### src/rtl/fetch_unit.sv
// -----------------------------------------------------------------------------
// fetch_unit
//
// Instruction-fetch front end. Owns the PC and issues one request at a time on
// a valid/ready instruction-memory port. It feeds the IF/ID pipeline register,
// honouring the hazard unit's stall outputs. An instruction returned during a
// stall is parked in a one-entry skid buffer so it is never fetched twice.
// A taken branch discards the response to a request that is still in flight
// and inserts NOP bubbles into IF/ID.
//
// Ports
//   clk            clock, all state updates on the rising edge
//   rst_n          synchronous active-low reset
//   Pc_Write       hazard unit: 0 = hold PC
//   If_Id_Write    hazard unit: 0 = hold IF/ID
//   Branch_Taken   redirect request from EX branch resolution
//   Branch_Target  redirect address
//   Imem_Req       fetch request valid (FETCH and DROP states only)
//   Imem_Addr      fetch address, stable until Imem_Ready
//   Imem_Ready     response strobe, Imem_Rdata valid in the same cycle
//   Imem_Rdata     returned instruction
//   If_Id_Pc       PC of the instruction held in IF/ID
//   If_Id_Instr    instruction held in IF/ID
//   If_Id_Valid    1 = real instruction, 0 = bubble
// -----------------------------------------------------------------------------
module fetch_unit #(
    parameter int              XLEN      = 32,
    parameter logic [XLEN-1:0] RESET_PC  = '0,
    parameter logic [XLEN-1:0] NOP_INSTR = XLEN'(32'h0000_0013)
) (
    input  logic            clk,
    input  logic            rst_n,
    input  logic            Pc_Write,
    input  logic            If_Id_Write,
    input  logic            Branch_Taken,
    input  logic [XLEN-1:0] Branch_Target,
    output logic            Imem_Req,
    output logic [XLEN-1:0] Imem_Addr,
    input  logic            Imem_Ready,
    input  logic [XLEN-1:0] Imem_Rdata,
    output logic [XLEN-1:0] If_Id_Pc,
    output logic [XLEN-1:0] If_Id_Instr,
    output logic            If_Id_Valid
);

    typedef enum logic [1:0] {
        S_IDLE  = 2'd0,
        S_FETCH = 2'd1,
        S_HELD  = 2'd2,
        S_DROP  = 2'd3
    } state_t;

    state_t          state_reg,       state_next;
    logic [XLEN-1:0] pc_reg,          pc_next;
    logic [XLEN-1:0] req_addr_reg,    req_addr_next;
    logic [XLEN-1:0] skid_reg,        skid_next;
    logic [XLEN-1:0] if_id_pc_reg,    if_id_pc_next;
    logic [XLEN-1:0] if_id_instr_reg, if_id_instr_next;
    logic            if_id_valid_reg, if_id_valid_next;

    logic            stall;
    logic [XLEN-1:0] req_plus4;

    assign stall     = ~Pc_Write | ~If_Id_Write;
    assign req_plus4 = req_addr_reg + XLEN'(4);   // wraps silently

    assign Imem_Req    = (state_reg == S_FETCH) || (state_reg == S_DROP);
    assign Imem_Addr   = req_addr_reg;
    assign If_Id_Pc    = if_id_pc_reg;
    assign If_Id_Instr = if_id_instr_reg;
    assign If_Id_Valid = if_id_valid_reg;

    // State and datapath registers
    always_ff @(posedge clk) begin
        if (!rst_n) begin
            state_reg       <= S_IDLE;
            pc_reg          <= RESET_PC;
            req_addr_reg    <= RESET_PC;
            skid_reg        <= '0;
            if_id_pc_reg    <= '0;
            if_id_instr_reg <= NOP_INSTR;
            if_id_valid_reg <= 1'b0;
        end else begin
            state_reg       <= state_next;
            pc_reg          <= pc_next;
            req_addr_reg    <= req_addr_next;
            skid_reg        <= skid_next;
            if_id_pc_reg    <= if_id_pc_next;
            if_id_instr_reg <= if_id_instr_next;
            if_id_valid_reg <= if_id_valid_next;
        end
    end

    // Next-state and datapath logic. A bubble only replaces instruction and
    // valid; the IF/ID PC is left as it was.
    always_comb begin
        state_next       = state_reg;
        pc_next          = pc_reg;
        req_addr_next    = req_addr_reg;
        skid_next        = skid_reg;
        if_id_pc_next    = if_id_pc_reg;
        if_id_instr_next = if_id_instr_reg;
        if_id_valid_next = if_id_valid_reg;

        case (state_reg)
            S_IDLE: begin
                // One quiet cycle after reset before the first request.
                state_next = S_FETCH;
                if (Branch_Taken) begin
                    pc_next          = Branch_Target;
                    req_addr_next    = Branch_Target;
                    if_id_instr_next = NOP_INSTR;
                    if_id_valid_next = 1'b0;
                end
            end

            S_FETCH: begin
                if (Imem_Ready) begin
                    if (Branch_Taken) begin
                        pc_next          = Branch_Target;
                        req_addr_next    = Branch_Target;
                        if_id_instr_next = NOP_INSTR;
                        if_id_valid_next = 1'b0;
                    end else if (!stall) begin
                        if_id_pc_next    = req_addr_reg;
                        if_id_instr_next = Imem_Rdata;
                        if_id_valid_next = 1'b1;
                        pc_next          = req_plus4;
                        req_addr_next    = req_plus4;
                    end else begin
                        // Response arrived but the pipe is stalled: park it.
                        skid_next  = Imem_Rdata;
                        state_next = S_HELD;
                    end
                end else begin
                    if (Branch_Taken) begin
                        // Request still outstanding: keep its address stable
                        // and remember the redirect in pc until it completes.
                        pc_next          = Branch_Target;
                        if_id_instr_next = NOP_INSTR;
                        if_id_valid_next = 1'b0;
                        state_next       = S_DROP;
                    end else if (!stall) begin
                        if_id_instr_next = NOP_INSTR;
                        if_id_valid_next = 1'b0;
                    end
                end
            end

            S_HELD: begin
                if (Branch_Taken) begin
                    pc_next          = Branch_Target;
                    req_addr_next    = Branch_Target;
                    if_id_instr_next = NOP_INSTR;
                    if_id_valid_next = 1'b0;
                    state_next       = S_FETCH;
                end else if (!stall) begin
                    if_id_pc_next    = req_addr_reg;
                    if_id_instr_next = skid_reg;
                    if_id_valid_next = 1'b1;
                    pc_next          = req_plus4;
                    req_addr_next    = req_plus4;
                    state_next       = S_FETCH;
                end
            end

            S_DROP: begin
                if (Branch_Taken) begin
                    pc_next = Branch_Target;
                end
                if (Imem_Ready) begin
                    // Stale response is discarded; restart at the newest target.
                    req_addr_next = Branch_Taken ? Branch_Target : pc_reg;
                    pc_next       = Branch_Taken ? Branch_Target : pc_reg;
                    state_next    = S_FETCH;
                end
                if (Branch_Taken || !stall) begin
                    if_id_instr_next = NOP_INSTR;
                    if_id_valid_next = 1'b0;
                end
            end

            default: begin
                state_next = S_IDLE;
            end
        endcase
    end

endmodule

### config.mk
export PLATFORM = sky130hd
export DESIGN_NAME = fetch_unit
export DESIGN_NICKNAME = d
export VERILOG_FILES = /design/src/rtl/fetch_unit.sv
export SDC_FILE = /design/constraint.sdc
export NUM_CORES = 1
export LEC_CHECK = 0
export CORE_ASPECT_RATIO = 0.75
export CORE_MARGIN = 3
export CORE_UTILIZATION = 53
export DETAILED_ROUTE_END_ITERATION = 8
export HOLD_SLACK_MARGIN = 0.15
export MAX_ROUTING_LAYER = met4
export PLACE_DENSITY = 0.82
export SYNTH_ARGS = -nofsm -noshare
export SYNTH_HDL_FRONTEND = slang
export SYNTH_SLANG_ARGS = --single-unit
### constraint.sdc
create_clock -name clk -period 5.25 [get_ports clk]
set_input_delay 0.525 -clock clk [delete_from_list [all_inputs] [get_ports clk]]
set_output_delay 0.525 -clock clk [all_outputs]
set_load 0.02 [all_outputs]
======== Yosys cells after proc, flatten, opt, wreduce, memory -nomap -nowiden ========
Index checks and enable logic that the tools add are counted.
storage, ports and cells
  output and inout bits ................... 98
  input port bits ......................... 70
  word-level logic and storage cells ...... 78
  register bits after elaboration ......... 163
operators by class
  reduce and logical (&&, ||, !) cells .... 12
  bitwise operators ....................... 4
  muxes and demuxes ....................... 41
  $add $sub $neg .......................... 1
  equal/unequal tests ..................... 13
operator list
  kind                                           number
  two-way mux 32 bit                             21
  case mux 32 bit (4 select lines)               2
  case mux 32 bit (3 select lines)               1
  case mux 32 bit (2 select lines)               1
  adder 32 x 3 -> 32 bit, second input constant  1
  != test 3 bit, second input constant           5
  two-way mux 2 bit                              7
  case mux 2 bit (4 select lines)                1
  AND reduction 4 bit                            2
  two-way mux 1 bit                              7
  != test 2 bit, second input constant           3
  AND reduction 3 bit                            2
  AND reduction 5 bit                            1
  == test 2 bit, second input constant           2
  != test 4 bit, second input constant           1
  case mux 1 bit (4 select lines)                1
  inverter 1 bit                                 3
  == test 2 x 1 -> 1 bit, second input constant  1
  logical NOT 2 bit                              1
  logical OR 1 bit                               2
  != test 2 x 1 -> 1 bit, second input constant  1
  AND reduction 2 bit                            1
  nonzero test 2 bit                             1
  OR reduction 2 bit                             1
  other kinds (2)                                2

======== Depth between registers and ports, before layout ========
  depth after elaboration ................. 6
  depth in mapped cells ................... 10

======== Worst setup path before layout ========
No wires, ideal clock.
  path kind ............................... register to register
  from .................................... register req_addr_reg[18] (netlist: Imem_Addr[18])
  to ...................................... register pc_reg[25]
  stages on the path, launching flop included .. 8
  data required time ...................... 5130 ps
  setup time .............................. 120 ps
  slack ................................... 3035 ps
  data arrival time ....................... 2095 ps
  cell sequence ........................... dfxtp_1 -> buf_2 -> nand3_2 -> or2_1 -> buf_2 -> or4_1 -> mux2i_1 -> a211o_1
between the ends
  longest elaborated chain between the ends .. 5
ends and longest elaborated chain
  what                                line      RTL
  start, declared                     55        logic [XLEN-1:0] req_addr_reg, req_addr_next;
  start signal, assigned              86        req_addr_reg <= req_addr_next;
  adder 32 x 3 -> 32 bit *            65        assign req_plus4 = req_addr_reg + XLEN'(4);
  two-way mux 32 bit *                124, 157
  two-way mux 32 bit *                151       if (Branch_Taken) begin
  two-way mux 32 bit                  118       if (Imem_Ready) begin
  case mux 32 bit (3 select lines) *  105       case (state_reg)
  end signal, assigned                85        pc_reg <= pc_next;
  end, declared                       54        logic [XLEN-1:0] pc_reg, pc_next;
Every way passes the cells marked *; elsewhere a longest branch is shown, timed or not.
A chain may end at the register's enable or synchronous reset.

======== Worst setup path after layout ========
  from .................................... register state_reg[0]
  to ...................................... register req_addr_reg[10] (netlist: Imem_Addr[10])
between the ends
  longest elaborated chain between the ends .. 3
  elaborated cells between the ends (all ways) .. 9
  classes of those cells .................. 6 x eq/ne; 1 x mux; 2 x reduce/logical
ends and longest elaborated chain
  what                                            line  RTL
  start, declared                                 53    state_t state_reg, state_next;
  start signal, assigned                          84    state_reg <= state_next;
  == test 2 x 1 -> 1 bit (tied with other cells)  105
  != test 2 bit (no line)                         -
  AND reduction 3 bit (no line)                   -
Several ways; a longest one is shown, not always the timed one.

==> summary.md <==
| Metric | Value |
|---|---|
| Largest net degree at the start of global routing | `89` |
| Post-synth top flop | `dfxtp_1` |
| Critical setup path kind | `reg2reg` |
| Inserted Clock Buffers | `17` |
| Via density | `6.37` |
| Setup crit start | `state_reg[0]$_SDFFE_PN0P_` |
| Rows | `39` |
| Layout cells sized above 1 | `6.38%` |
| Commonest non-fill, non-tap cell in the layout | `nand2_1` |
| Post-Synth Adder-Cell Area | `1.02%` |
| CP Capture Type | `flip-flop` |
| Die Wd | `153 µm` |
| Status | `finished clean` |
| Crit path to | `Imem_Addr[10]$_SDFFE_PN0P_` |
| Fin. Hold Viols | `0` |
| CP Data Arrival Time | `3520 ps` |
| Worst skew pair latency | `430 ps` |
| Largest family of logic cells by synthesized area | `compound AO/OA/AOI/OAI gates` |
| Initial core utilization | `55.3%` |
| Final hold slack | `450 ps` |
| Post-synthesis simple-gate area fraction | `24.6%` |
| Fillers | `1257` |
| Hold_buf cts | `0` |
| Crit share post-route | `61.6%` |
| Yosys cell types | `71` |
| Unrepaired setup endpoints after global routing | `no` |
| R2R Setup Slk | `2010 ps` |
| Commonest cells after routing, fill and taps aside | `nand2_1, clkdlybuf4s50_1, dfxtp_1` |
| # diodes | `0` |
| Synthesized area | `8600 µm²` |
| DP HPWL | `18.4 mm` |
| CTS Buffer Depth | `2` |
| Cells after synthesis | `1136` |
| Worst IR Drop VDD | `0.275 mV` |
| Core area | `15600 µm²` |
| Register Area | `3260 µm²` |
| Post-Synth XOR/XNOR Area | `2.04%` |
| Initial antenna violation count | `0` |
| Post-synth net total | `1213` |
| GPL Wtd Cong | `0.917` |
| Setup tns final | `0 ps` |
| Fin. max-slew vios | `0` |
| Full die area | `17800 µm²` |
| Mux cell area share after synthesis | `2.15%` |
| Worst slew pin tran | `1230 ps` |
| Crit Reg-Reg Endpoint | `Imem_Addr[10]$_SDFFE_PN0P_` |
| DRC | `0` |
| CTS H-tree depth | `4` |
| Routed len/inst | `19.6 µm` |
| Setup violators final | `0` |
| Num Clock Sinks | `163` |
| Power per cell area | `388 nW/µm²` |
| Crit Path Max Fanout | `15` |
| CTS root buf | `clkbuf_16` |
| Post-CTS Resized | `0` |
| Mean post-synth cell area | `7.57 µm²` |
| Routed wire length | `28.5 mm` |
| Static leakage | `3.62 nW` |
| Worst hold path type | `reg2reg` |
| R2R Path Start | `state_reg[0]$_SDFFE_PN0P_` |
| Via Count | `9293` |
| #FFs+latches synth | `163` |
| Number of I/O pins | `168` |
| CTS tree | `built` |
| Number of synthesized flops with an enable pin | `0` |
| Total chip power | `4.22 mW` |
| Synth warn | `0` |
| Clock Skews | `8.30 ps` |
| Compound-gate portion of the synthesized area | `27.1%` |
| Vias in the first global route | `8542` |
| Max Freq | `309 MHz` |
| CP Data Required Time | `5540 ps` |
| Share of the synthesized area in the top cell type | `37.9%` |
| Die height | `116 µm` |
| Dominant cell type by area after synthesis | `dfxtp_1` |
| Drt initial violations | `1132` |
| Input/output buffers | `167` |
| Setup bufs post-CTS | `0` |
| Nets | `1317` |
| DP Cell Count | `1426` |
| Global-route wire length before repair | `45.3 mm` |
| Total track usage | `32.0%` |
| Synth top area cells | `dfxtp_1, nand2_1, a21oi_1` |
| Worst-path clk slew | `60 ps` |
| Area delta synth->final | `26.5%` |
| Finished Layout Cells | `1458` |
| Area of the multi-input gates | `4900 µm²` |
| Drt pass-1 iters | `6` |
| MaxCap Viol Count | `0` |
| Slew headroom | `18.1%` |
| R2R depth | `9` |
| Post-route ant nets | `0` |
| Share of flip-flops with an asynchronous set or reset | `0%` |
| Grt ovf | `0` |
| Fin crit period | `3240 ps` |
| Sequential area share after synthesis | `37.9%` |
| Crit start category | `flip-flop` |
[power breakdown]
| part | switching (mW) | internal [mW] | total [mW] | leakage [nW] |
|---|---|---|---|---|
| Sequential | 0.207 | 1.37 | 1.58 | 1.33 |
| Clock | 0.510 | 0.782 | 1.29 | 0.296 |
| Combinational | 0.821 | 0.527 | 1.35 | 2.00 |
| Total | 1.54 | 2.68 | 4.22 | 3.62 |
[through the flow]
stage / instance area, µm² / utilization (%) / setup WS (ps)
6_report: 10900 / 69.9 / 2010
5_1_grt: 10900 / 69.9 / 1840
4_1_cts: 10900 / 69.9 / 2170
3_5_place_dp: 10300 / 66.0 / 1890
3_3_place_gp: 10300 / 66.0 / 1960
2_1_floorplan: 8600 / - / 3040
[layer usage]
metal,wire length [µm],track usage (%)
met1,12100,43.8
met2,12300,47.2
met3,3530,7.89
met4,569,9.61
met5,0,-
[cells by family after synthesis]
logic type      Yosys count
compound gates          365
xor+xnor                 20
fa+ha+maj                 7
buf+inv                 113
flops                   163
mux                      18
simple gates            450
[final cells by class]
cell class / count / share of cell area, %
clock buffers: 22 / 4.36
repair buffers: 186 / 16.6
multi-input cells: 860 / 45.1
well taps: 205 / 2.36
flip-flops and latches: 163 / 30.0
clock inverters: 10 / 1.20
inverters: 12 / 0.425
[critical path, stage by stage (launching register included)]
cell and delay (ps):
dfxtp_1 390, inv_1 100, ha_1 660, buf_4 320, nor2_1 120, o21ai_1 570, buf_4 310, a221o_1 150
a21oi_1 40, a2111oi_0 420
[cells in the mapped netlist (all sizes together) (10+ instances only)]
library cell / number
mux2i: 14
inv: 12
xnor2: 11
or3: 41
buf: 22
a22oi: 42
a31oi: 11
a21oi: 138
nor3: 19
nand2b: 10
o21ai: 57
nand2: 235
and3: 11
o211ai: 11
nor2: 46
nand4: 10
nor4: 12
nand3: 27
o22ai: 16
dfxtp: 163
clkbuf: 79
[worst min-delay path by stage]
stage | from | to | slack (ps) | depth (start not counted)
6_report | If_Id_Instr[11]$_SDFFE_PN0P_ | If_Id_Instr[11]$_SDFFE_PN0P_ | 450 | 2
5_1_grt | If_Id_Instr[22]$_SDFFE_PN0P_ | If_Id_Instr[22]$_SDFFE_PN0P_ | 470 | 2
4_1_cts | skid_reg[4]$_SDFFE_PN0P_ | skid_reg[4]$_SDFFE_PN0P_ | 450 | 2
3_5_place_dp | skid_reg[4]$_SDFFE_PN0P_ | skid_reg[4]$_SDFFE_PN0P_ | 440 | 2
3_3_place_gp | If_Id_Instr[8]$_SDFFE_PN0P_ | If_Id_Instr[8]$_SDFFE_PN0P_ | 440 | 2
2_1_floorplan | skid_reg[0]$_SDFFE_PN0P_ | skid_reg[0]$_SDFFE_PN0P_ | 430 | 2
(Power assumes the default switching activity.)
